### config.mk
export PLATFORM = sky130hd
export DESIGN_NAME = prng_requester
export DESIGN_NICKNAME = d
export VERILOG_FILES = /design/src/rtl/prng_pkg.sv /design/src/rtl/prng_sample_fifo.sv /design/src/rtl/prng_requester.sv
export SDC_FILE = /design/constraint.sdc
export NUM_CORES = 1
export LEC_CHECK = 0
export CORE_ASPECT_RATIO = 0.75
export CORE_MARGIN = 4
export CORE_UTILIZATION = 40
export CTS_BUF_LIST = sky130_fd_sc_hd__clkbuf_4 sky130_fd_sc_hd__clkbuf_8 sky130_fd_sc_hd__clkbuf_16
export CTS_CLUSTER_DIAMETER = 30
export CTS_CLUSTER_SIZE = 24
export DETAILED_ROUTE_END_ITERATION = 8
export DONT_BUFFER_PORTS = 1
export GPL_TIMING_DRIVEN = 0
export SLEW_MARGIN = 20
export SYNTH_ARGS = -nofsm -noshare
export SYNTH_HDL_FRONTEND = slang
export SYNTH_SLANG_ARGS = --single-unit
### constraint.sdc
create_clock -name clk -period 2.3 [get_ports clk]
set_input_delay 0.345 -clock clk [delete_from_list [all_inputs] [get_ports clk]]
set_output_delay 0.345 -clock clk [all_outputs]
set_load 0.05 [all_outputs]
### src/rtl/prng_pkg.sv
// Shared types for the PRNG request interface: requester FSM states,
// command select encodings and the 8-bit sample word.
package prng_pkg;

    typedef enum logic [2:0] {
        ST_IDLE,
        ST_SEED,
        ST_GAP,
        ST_REQ,
        ST_WAIT,
        ST_FIN
    } prng_req_state_t;

    localparam logic PRNG_SEL_SEED = 1'b0;
    localparam logic PRNG_SEL_NEXT = 1'b1;

    typedef logic [7:0] prng_word_t;

endpackage

### src/rtl/prng_sample_fifo.sv
// Small show-ahead FIFO for returned PRNG samples; head is read straight
// out of the storage array so a pop needs no extra cycle.
module prng_sample_fifo
    import prng_pkg::*;
#(
    parameter int DEPTH = 4
) (
    input  logic                         clk,
    input  logic                         reset,
    input  logic                         push,
    input  prng_word_t                   push_data,
    input  logic                         pop,
    output prng_word_t                   head,
    output logic                         full,
    output logic                         empty,
    output logic [$clog2(DEPTH+1)-1:0]   count
);

    localparam int AW = $clog2(DEPTH);
    localparam int CW = $clog2(DEPTH + 1);

    prng_word_t     mem [DEPTH];
    logic [AW-1:0]  wr_ptr;
    logic [AW-1:0]  rd_ptr;
    logic           do_push;
    logic           do_pop;

    assign empty   = (count == '0);
    assign full    = (count == CW'(DEPTH));
    assign head    = mem[rd_ptr];
    assign do_pop  = pop && !empty;
    // A simultaneous pop frees the slot, so push into a full FIFO is fine then.
    assign do_push = push && (!full || do_pop);

    always_ff @(posedge clk) begin
        if (reset) begin
            wr_ptr <= '0;
            rd_ptr <= '0;
            count  <= '0;
            for (int i = 0; i < DEPTH; i++) mem[i] <= '0;
        end else begin
            if (do_push) begin
                mem[wr_ptr] <= push_data;
                wr_ptr      <= wr_ptr + 1'b1;
            end
            if (do_pop) rd_ptr <= rd_ptr + 1'b1;
            case ({do_push, do_pop})
                2'b10:   count <= count + 1'b1;
                2'b01:   count <= count - 1'b1;
                default: count <= count;
            endcase
        end
    end

endmodule

### src/rtl/prng_requester.sv
// Initiator for the 8-bit PRNG: seeds it, paces request pulses, and buffers
// each returned number in a sample FIFO for the downstream consumer.
module prng_requester
    import prng_pkg::*;
#(
    parameter int DEPTH   = 4,
    parameter int TIMEOUT = 255,
    parameter int GAP_W   = 8
) (
    input  logic             clk,
    input  logic             reset,
    input  logic             start,
    input  logic [7:0]       seed_in,
    input  logic [7:0]       count_in,
    input  logic [GAP_W-1:0] gap_in,
    output logic             prng_en,
    output logic             prng_sel,
    output logic [7:0]       prng_seed,
    input  logic             prng_valid,
    input  logic [7:0]       prng_num,
    output logic [7:0]       out_data,
    output logic             out_valid,
    input  logic             out_ready,
    output logic             busy,
    output logic             done,
    output logic             timeout_err
);

    localparam int TW = $clog2(TIMEOUT + 1);
    localparam int CW = $clog2(DEPTH + 1);
    localparam logic [TW-1:0] TMO_LAST = TW'(TIMEOUT - 1);

    prng_req_state_t  state, state_next;
    prng_word_t       seed_r;
    logic [7:0]       remain_r;
    logic [GAP_W-1:0] gap_r;
    logic [GAP_W-1:0] gap_cnt;
    logic [TW-1:0]    tmo_cnt;
    logic             fifo_push;
    logic             fifo_full;
    logic             fifo_empty;
    logic [CW-1:0]    fifo_cnt_unused;

    always_ff @(posedge clk) begin
        if (reset) state <= ST_IDLE;
        else       state <= state_next;
    end

    always_comb begin
        state_next = state;
        case (state)
            ST_IDLE: if (start) state_next = ST_SEED;
            ST_SEED: state_next = (remain_r == 8'd0) ? ST_FIN : ST_GAP;
            // Never issue a request unless its answer is guaranteed a slot.
            ST_GAP:  if (gap_cnt == '0 && !fifo_full) state_next = ST_REQ;
            ST_REQ:  state_next = ST_WAIT;
            ST_WAIT: begin
                if (prng_valid)              state_next = (remain_r == 8'd1) ? ST_FIN : ST_GAP;
                else if (tmo_cnt == TMO_LAST) state_next = ST_FIN;
            end
            ST_FIN:  state_next = ST_IDLE;
            default: state_next = ST_IDLE;
        endcase
    end

    always_comb begin
        prng_en   = 1'b0;
        prng_sel  = PRNG_SEL_SEED;
        prng_seed = '0;
        case (state)
            ST_SEED: begin
                prng_en   = 1'b1;
                prng_seed = seed_r;
            end
            ST_REQ: begin
                prng_en  = 1'b1;
                prng_sel = PRNG_SEL_NEXT;
            end
            default: ;
        endcase
        busy = (state != ST_IDLE);
        done = (state == ST_FIN);
    end

    always_ff @(posedge clk) begin
        if (reset) begin
            seed_r      <= '0;
            remain_r    <= '0;
            gap_r       <= '0;
            gap_cnt     <= '0;
            tmo_cnt     <= '0;
            timeout_err <= 1'b0;
        end else begin
            case (state)
                ST_IDLE: if (start) begin
                    seed_r      <= seed_in;
                    remain_r    <= count_in;
                    gap_r       <= gap_in;
                    timeout_err <= 1'b0;
                end
                ST_SEED: gap_cnt <= gap_r;
                ST_GAP:  if (gap_cnt != '0) gap_cnt <= gap_cnt - 1'b1;
                ST_REQ:  tmo_cnt <= '0;
                ST_WAIT: begin
                    // A result arriving on the final timeout cycle still counts.
                    if (prng_valid) begin
                        remain_r <= remain_r - 8'd1;
                        gap_cnt  <= gap_r;
                    end else if (tmo_cnt == TMO_LAST) begin
                        timeout_err <= 1'b1;
                    end else begin
                        tmo_cnt <= tmo_cnt + 1'b1;
                    end
                end
                default: ;
            endcase
        end
    end

    assign fifo_push = (state == ST_WAIT) && prng_valid;
    assign out_valid = !fifo_empty;

    prng_sample_fifo #(.DEPTH(DEPTH)) u_fifo (
        .clk       (clk),
        .reset     (reset),
        .push      (fifo_push),
        .push_data (prng_num),
        .pop       (out_ready),
        .head      (out_data),
        .full      (fifo_full),
        .empty     (fifo_empty),
        .count     (fifo_cnt_unused)
    );

endmodule

==> impl_metrics.csv, run 1 <==
group,metric,value,unit
power_and_ir_drop,p_comb_frac,0.368,
critical_path,crit_required,2.57,ns
sta,tightest_slew,0.982,ns
power_and_ir_drop,p_sw,2.06,mW
sta,setup_viol,0,
layout,nNetsFinal,506,
synth,synth_area_leaders,"dfxtp_1 25%, edfxtp_1 22%, and2_1 6.3%, a21oi_1 4.6%, mux4_2 4.2%",
layout,antenna_cells,0,
critical_path,crit_chain,"or4b_4 -> nand3_4 -> ha_4 -> inv_1 -> fa_2 -> xor2_1 -> or3_4 -> a21oi_2",
sta,tns,0,ns
sta,finClkSkew,0.0125,ns
synth,syn_nets,487,
power_and_ir_drop,total_power,5.46,mW
routing,vias,3262,
synth,yosys.area.top_type_share,0.248,
die,rows,32,
die,fp.dieW,127,um
routing,antenna_left,0,
critical_path,cpMaxStageDelayCell,"or4b_4",
power_and_ir_drop,switching_share,0.378,
synth,synth_commonest_cells,"53 x dfxtp_1, 43 x and2_1, 41 x nand2_1, 39 x a21oi_1, 32 x edfxtp_1",
critical_path,worstSetupEndpointType,"flip-flop",
synth,synth_largest_area_cell,"dfxtp_1",
clocking,clkSinkCount,85,
die,core_area,0.0104,mm2
routing,wire_per_inst,16.7,um
critical_path,cp.arrival,2.54,ns
clocking,tritoncts,"yes",
routing,vias_per_cell,5.42,
sta,period_minus_slack,2.27,ns
routing,drc,0,
sta,slew_headroom,0.340,
routing,drtIter0Drc,162,
placed_design,gp_congestion,0.799,
critical_path,crit_path_max_fanout,5,
power_and_ir_drop,pwr-share-seq,0.357,
critical_path,crit_type,"reg2reg",
global_routing,grt_max_degree,17,
layout,drive_gt1_frac,0.172,
layout,areaGrowthSynthToFinish,15.9,%
synth,yosys.cell_types.count,58,
clocking,root_buffer,"clkbuf_16",
min_path,hold_path.class,"in2reg",
global_routing,grt_pass1_wl,16.6,mm
critical_path,crit_path_start_kind,"flip-flop",
clocking,cts_buffers,9,
layout,nFillCells,965,
placed_design,io_buffers,0,
synth,synth_edf_count,32,
synth,synthArstFlopShare,0,
sta,grt_setup_unrepaired,"true",
synth,yosys_warnings,0,
global_routing,antenna_found_initial,0,
synth,synthCells,442,
global_routing,grt_pass1_vias,3175,
clocking,cts.clk_slew.worst_paths,0.06,ns
run,drv_cap,0,
clocking,htree_levels,3,
routing,totalWireLength,10.0,mm
synth,ys_seq_area_frac,0.472,
sta,period_share,0.989,
run_status,status,"completed",
synth,synth_area_per_cell,9.69,um2
power_and_ir_drop,intPower,3.40,mW
sta,drv_slew,0,
sta,fmax,0.440,GHz
layout,multi_input_area,0.00217,mm2
power_and_ir_drop,vdd_ir_drop_max,0.480,mV
power_and_ir_drop,p_leak,1.73,nW
clocking,clock_latency,0.35,ns
die,die_area,0.0124,mm2
layout,fin_util,0.479,
die,initial_utilization,0.413,
global_routing,groute.usage.overall,0.168,
global_routing,grt.overflow.total,0,
die,ios,59,
synth,yosysMostFrequentCell,"dfxtp_1",
layout,regArea,0.00203,mm2
sta,final-hold-violation-count,0,
synth,ys_seq_elements,85,
critical_path,slowest_delay,0.58,ns
synth,yosys_most_used_dff,"dfxtp_1",
power_and_ir_drop,p_per_area,1100,mW/mm2
clocking,clock_path_buffers,2,
synth,syn_area,0.00428,mm2
power_and_ir_drop,clockPowerShare,0.276,
routing,firstDrtPassIters,4,
die,die_h,97.6,um
placed_design,hpwl,7.03,mm
==> timing repair <==
action | CTS | global route
setup buffers | 6 | 4
pin swaps | 6 | 2
endpoints found under the setup margin | 36 | 52
hold buffers | 0 | 0
gates resized for setup | 32 | 15
==> metrics by stage <==
step / instances / worst slack (ns) / hold WS, ns / area [um2]
global route: 602 / -0.0454 / 0.131 / 4960
global placement: 578 / -0.586 / 0.438 / 4460
floorplan: 442 / 0.0530 / 0.432 / 4290
detailed placement: 578 / -0.246 / 0.442 / 4470
CTS: 599 / 0.00303 / 0.125 / 4900
finish: 602 / 0.0261 / 0.134 / 4960
==> layout make-up <==
cell class,instances,share of cell area
buffer,22,0.0285
clock buffer,9,0.0454
clock inverter,7,0.0166
inverter,18,0.0136
multi-input combinational,315,0.437
sequential,85,0.408
tap,136,0.0343
timing repair buffer,10,0.0166
==> flip-flops by register name (all words and copies together), names as in the netlist, 3 cells and up, named ones only <==
name          cells
state             3
gap_cnt           8
tmo_cnt           8
seed_r            8
u_fifo.count      3
gap_r             8
u_fifo.mem       32
remain_r          8
==> path summary, 6_finish.rpt <==
path,from,slack (ns),to,depth (start not counted)
worst max register to register,u_fifo.count[1]$_SDFFE_PP0P_,0.03,u_fifo.count[2]$_SDFFE_PP0P_,8
worst min-delay path,gap_in[2],0.13,gap_r[2]$_SDFFE_PP0P_,2
worst max-delay path,u_fifo.count[1]$_SDFFE_PP0P_,0.03,u_fifo.count[2]$_SDFFE_PP0P_,8
worst min register to register,seed_r[5]$_SDFFE_PP0P_,0.45,seed_r[5]$_SDFFE_PP0P_,2
==> power by group through the flow <==
stage / Sequential (mW) / Clock [mW] / Combinational [mW]
5_1_grt: 1.98 / 1.61 / 2.22
6_report: 1.95 / 1.51 / 2.01
3_5_place_dp: 1.94 / 0 / 1.82
4_1_cts: 1.93 / 1.53 / 1.95
2_1_floorplan: 1.90 / 0 / 1.47
3_3_place_gp: 1.94 / 0 / 1.79
==> worst max-delay path: cells and delay by family, from the launching register on <==
family / cells / cell delay [ns]
flip-flops: 1 / 0.34
AO/OA/AOI/OAI: 1 / 0.13
adder cells (fa/ha/maj): 2 / 0.47
AND/OR/NAND/NOR: 3 / 1.06
XOR/XNOR: 1 / 0.15
buffers and inverters: 1 / 0.05
==> metal layers <==
layer,up-vias,track usage,wire (um)
met2,56,0.256,4720
met1,1578,0.233,4780
li1,1621,-,-
met4,0,0.0478,91
met5,-,0,0
met3,7,0.0451,450
==> cell families after synthesis <==
logic type,share of synthesized area
AOI/OAI and AO/OA,0.138
xor gates and xnor gates,0.0205
adders and majority gates,0.0251
buffers and inverters,0.0447
DFF,0.472
muxes,0.0494
and+or+nand+nor,0.250
==> cell usage in the layout, fill, tap and decap left out, types with 4 or more instances in the layout <==
cell type,n
nor3b_1,5
nand2b_1,4
nor2_1,29
ha_1,6
nand3_1,8
mux4_2,8
inv_1,18
o21ai_0,23
a211oi_1,6
clkbuf_16,9
o31ai_1,4
a21oi_1,38
dfxtp_2,4
o211ai_1,4
nand4_1,4
dfxtp_1,49
and2_1,35
nand2_1,41
and2_4,8
buf_4,9
clkbuf_1,7
edfxtp_1,32
a31oi_1,5
or3_1,4
and2_0,4
buf_6,7
buf_2,4
xor2_1,7
nor3_1,12
Note: power is estimated with default switching activity, not from simulation.
==> run 2: changes to the inputs <==
- GPL_TIMING_DRIVEN: 0 -> 1
- SLEW_MARGIN: 20 -> not set
==> run 2 against run 1 <==
Register-to-register slack improved by 0.07 ns. Largest power group is now registers. Combinational power fell by 5%. Clock power barely moved. Sequential power barely moved. Final area rose by 0.13%. Hold slack got worse by 0.049 ns. Setup slack improved by 0.072 ns. Wire length fell by 5.5%. Clock skew fell by 0.0060 ns. Global-route usage fell by 0.72 points.
==> impl_metrics.csv, run 2 (same netlist as run 1, synthesis figures left out) <==
group,metric,value,unit
run_status,status,"completed",
placed_design,io_buffers,0,
clocking,cts.clk_slew.worst_paths,0.06,ns
critical_path,cp.arrival,2.47,ns
sta,holdWs,0.0850,ns
die,die_area,0.0124,mm2
routing,vias,3198,
global_routing,grt_max_degree,51,
global_routing,use_met3,0.0538,
die,fp.dieW,127,um
sta,fmax,0.454,GHz
layout,largest_register,"u_fifo.mem",
sta,period_minus_slack,2.20,ns
global_routing,use_met2,0.250,
layout,final_cell_mix,"53 x dfxtp_1, 43 x and2_1, 41 x nand2_1, 39 x a21oi_1, 32 x edfxtp_1",
layout,areaGrowthSynthToFinish,16.1,%
routing,drc,0,
die,core_area,0.0104,mm2
routing,vias_per_cell,5.36,
placed_design,gp_congestion,0.774,
layout,fin_util,0.479,
routing,drtIter0Drc,194,
critical_path,worstSetupEndpointType,"flip-flop",
clocking,clock_path_buffers,2,
layout,drive_gt1_frac,0.150,
min_path,hold_path.class,"in2reg",
layout,antenna_cells,0,
clocking,tritoncts,"yes",
critical_path,crit_path_max_fanout,2,
die,rows,32,
global_routing,groute.usage.overall,0.160,
routing,antenna_left,0,
global_routing,grt.overflow.total,0,
sta,tns,0,ns
sta,finClkSkew,0.00652,ns
sta,period_share,0.957,
clocking,ctsHoldBuffers,0,
clocking,cts_buffers,9,
global_routing,antenna_found_initial,0,
clocking,clkSinkCount,85,
routing,wire_per_inst,15.9,um
run,drv_cap,0,
global_routing,grt_pass1_vias,3167,
global_routing,grt_busiest_layer,"met2",
placed_design,hpwl,6.74,mm
layout,largest_reg_flops,32,
layout,final_common_cell,"dfxtp_1",
sta,drv_slew,0,
die,ios,59,
critical_path,crit_path_start_kind,"flip-flop",
power_and_ir_drop,vdd_ir_drop_max,0.568,mV
die,initial_utilization,0.413,
power_and_ir_drop,p_per_area,1070,mW/mm2
critical_path,crit_type,"reg2reg",
power_and_ir_drop,p_leak,1.74,nW
sta,final-hold-violation-count,0,
sta,grt_setup_unrepaired,"false",
clocking,root_buffer,"clkbuf_16",
routing,firstDrtPassIters,5,
layout,nNetsFinal,501,
clocking,htree_levels,3,
sta,setup_viol,0,
sta,tightest_slew,0.827,ns
die,die_h,97.6,um
critical_path,crit_required,2.57,ns
global_routing,met1_usage,0.212,
global_routing,grt_pass1_wl,16.0,mm
power_and_ir_drop,total_power,5.30,mW
routing,totalWireLength,9.49,mm
sta,slew_headroom,0.445,
clocking,clock_latency,0.34,ns
## run 2: area by class of cell
cell class	instances	area [um2]
Clock buffer	9	225
Clock inverter	7	81.3
Fill cell	980	5400
Inverter	18	67.6
Multi-Input combinational cell	315	2100
Sequential cell	85	2020
Tap cell	136	170
Timing Repair Buffer	27	303
## run 2: worst max-delay path, stage by stage (launching register included)
cell and delay (ns):
dfxtp_1 0.31, or4b_4 0.53, nand3_4 0.11, ha_2 0.18, inv_1 0.05, fa_2 0.33
xor2_1 0.16, or3_1 0.32, a21oi_1 0.14
## run 2: where the power goes
group	internal, mW	switching [mW]	total [mW]
Sequential	1.76	0.154	1.92
Clock	0.856	0.630	1.49
Combinational	0.710	1.19	1.90
Total	3.33	1.97	5.30
## run 2: worst paths after layout
check | startpoint | endpoint | slack, ns | cells after the start
worst min register to register | seed_r[6]$_SDFFE_PP0P_ | seed_r[6]$_SDFFE_PP0P_ | 0.44 | 2
worst max-delay path | u_fifo.count[1]$_SDFFE_PP0P_ | u_fifo.count[2]$_SDFFE_PP0P_ | 0.1 | 8
worst max register to register | u_fifo.count[1]$_SDFFE_PP0P_ | u_fifo.count[2]$_SDFFE_PP0P_ | 0.1 | 8
worst min-delay path | reset | tmo_cnt[0]$_SDFFE_PP0P_ | 0.08 | 1
## run 2: routing by layer
metal  up-vias  share of wire
li1       1609              -
met1      1519           0.46
met2        63           0.47
met3         7          0.054
met4         0         0.0098
met5         -              0
## run 2: through the flow
stage               instances  instance area [um2]  worst slack (ns)
finish                    597                 4970            0.0982
global route              597                 4970            0.0443
CTS                       596                 4950            0.0242
detailed placement        580                 4640          -0.00855
global placement          580                 4640            0.0678
floorplan                 442                 4290            0.0530
## run 2: timing repair
| item | CTS | global route |
|---|---|---|
| buffers inserted | 0 | 1 |
| endpoints found under the setup margin | 9 | 1 |
| gates resized for setup | 3 | 2 |
| pin swaps | 0 | 1 |
| hold endpoints to repair | 0 | 0 |
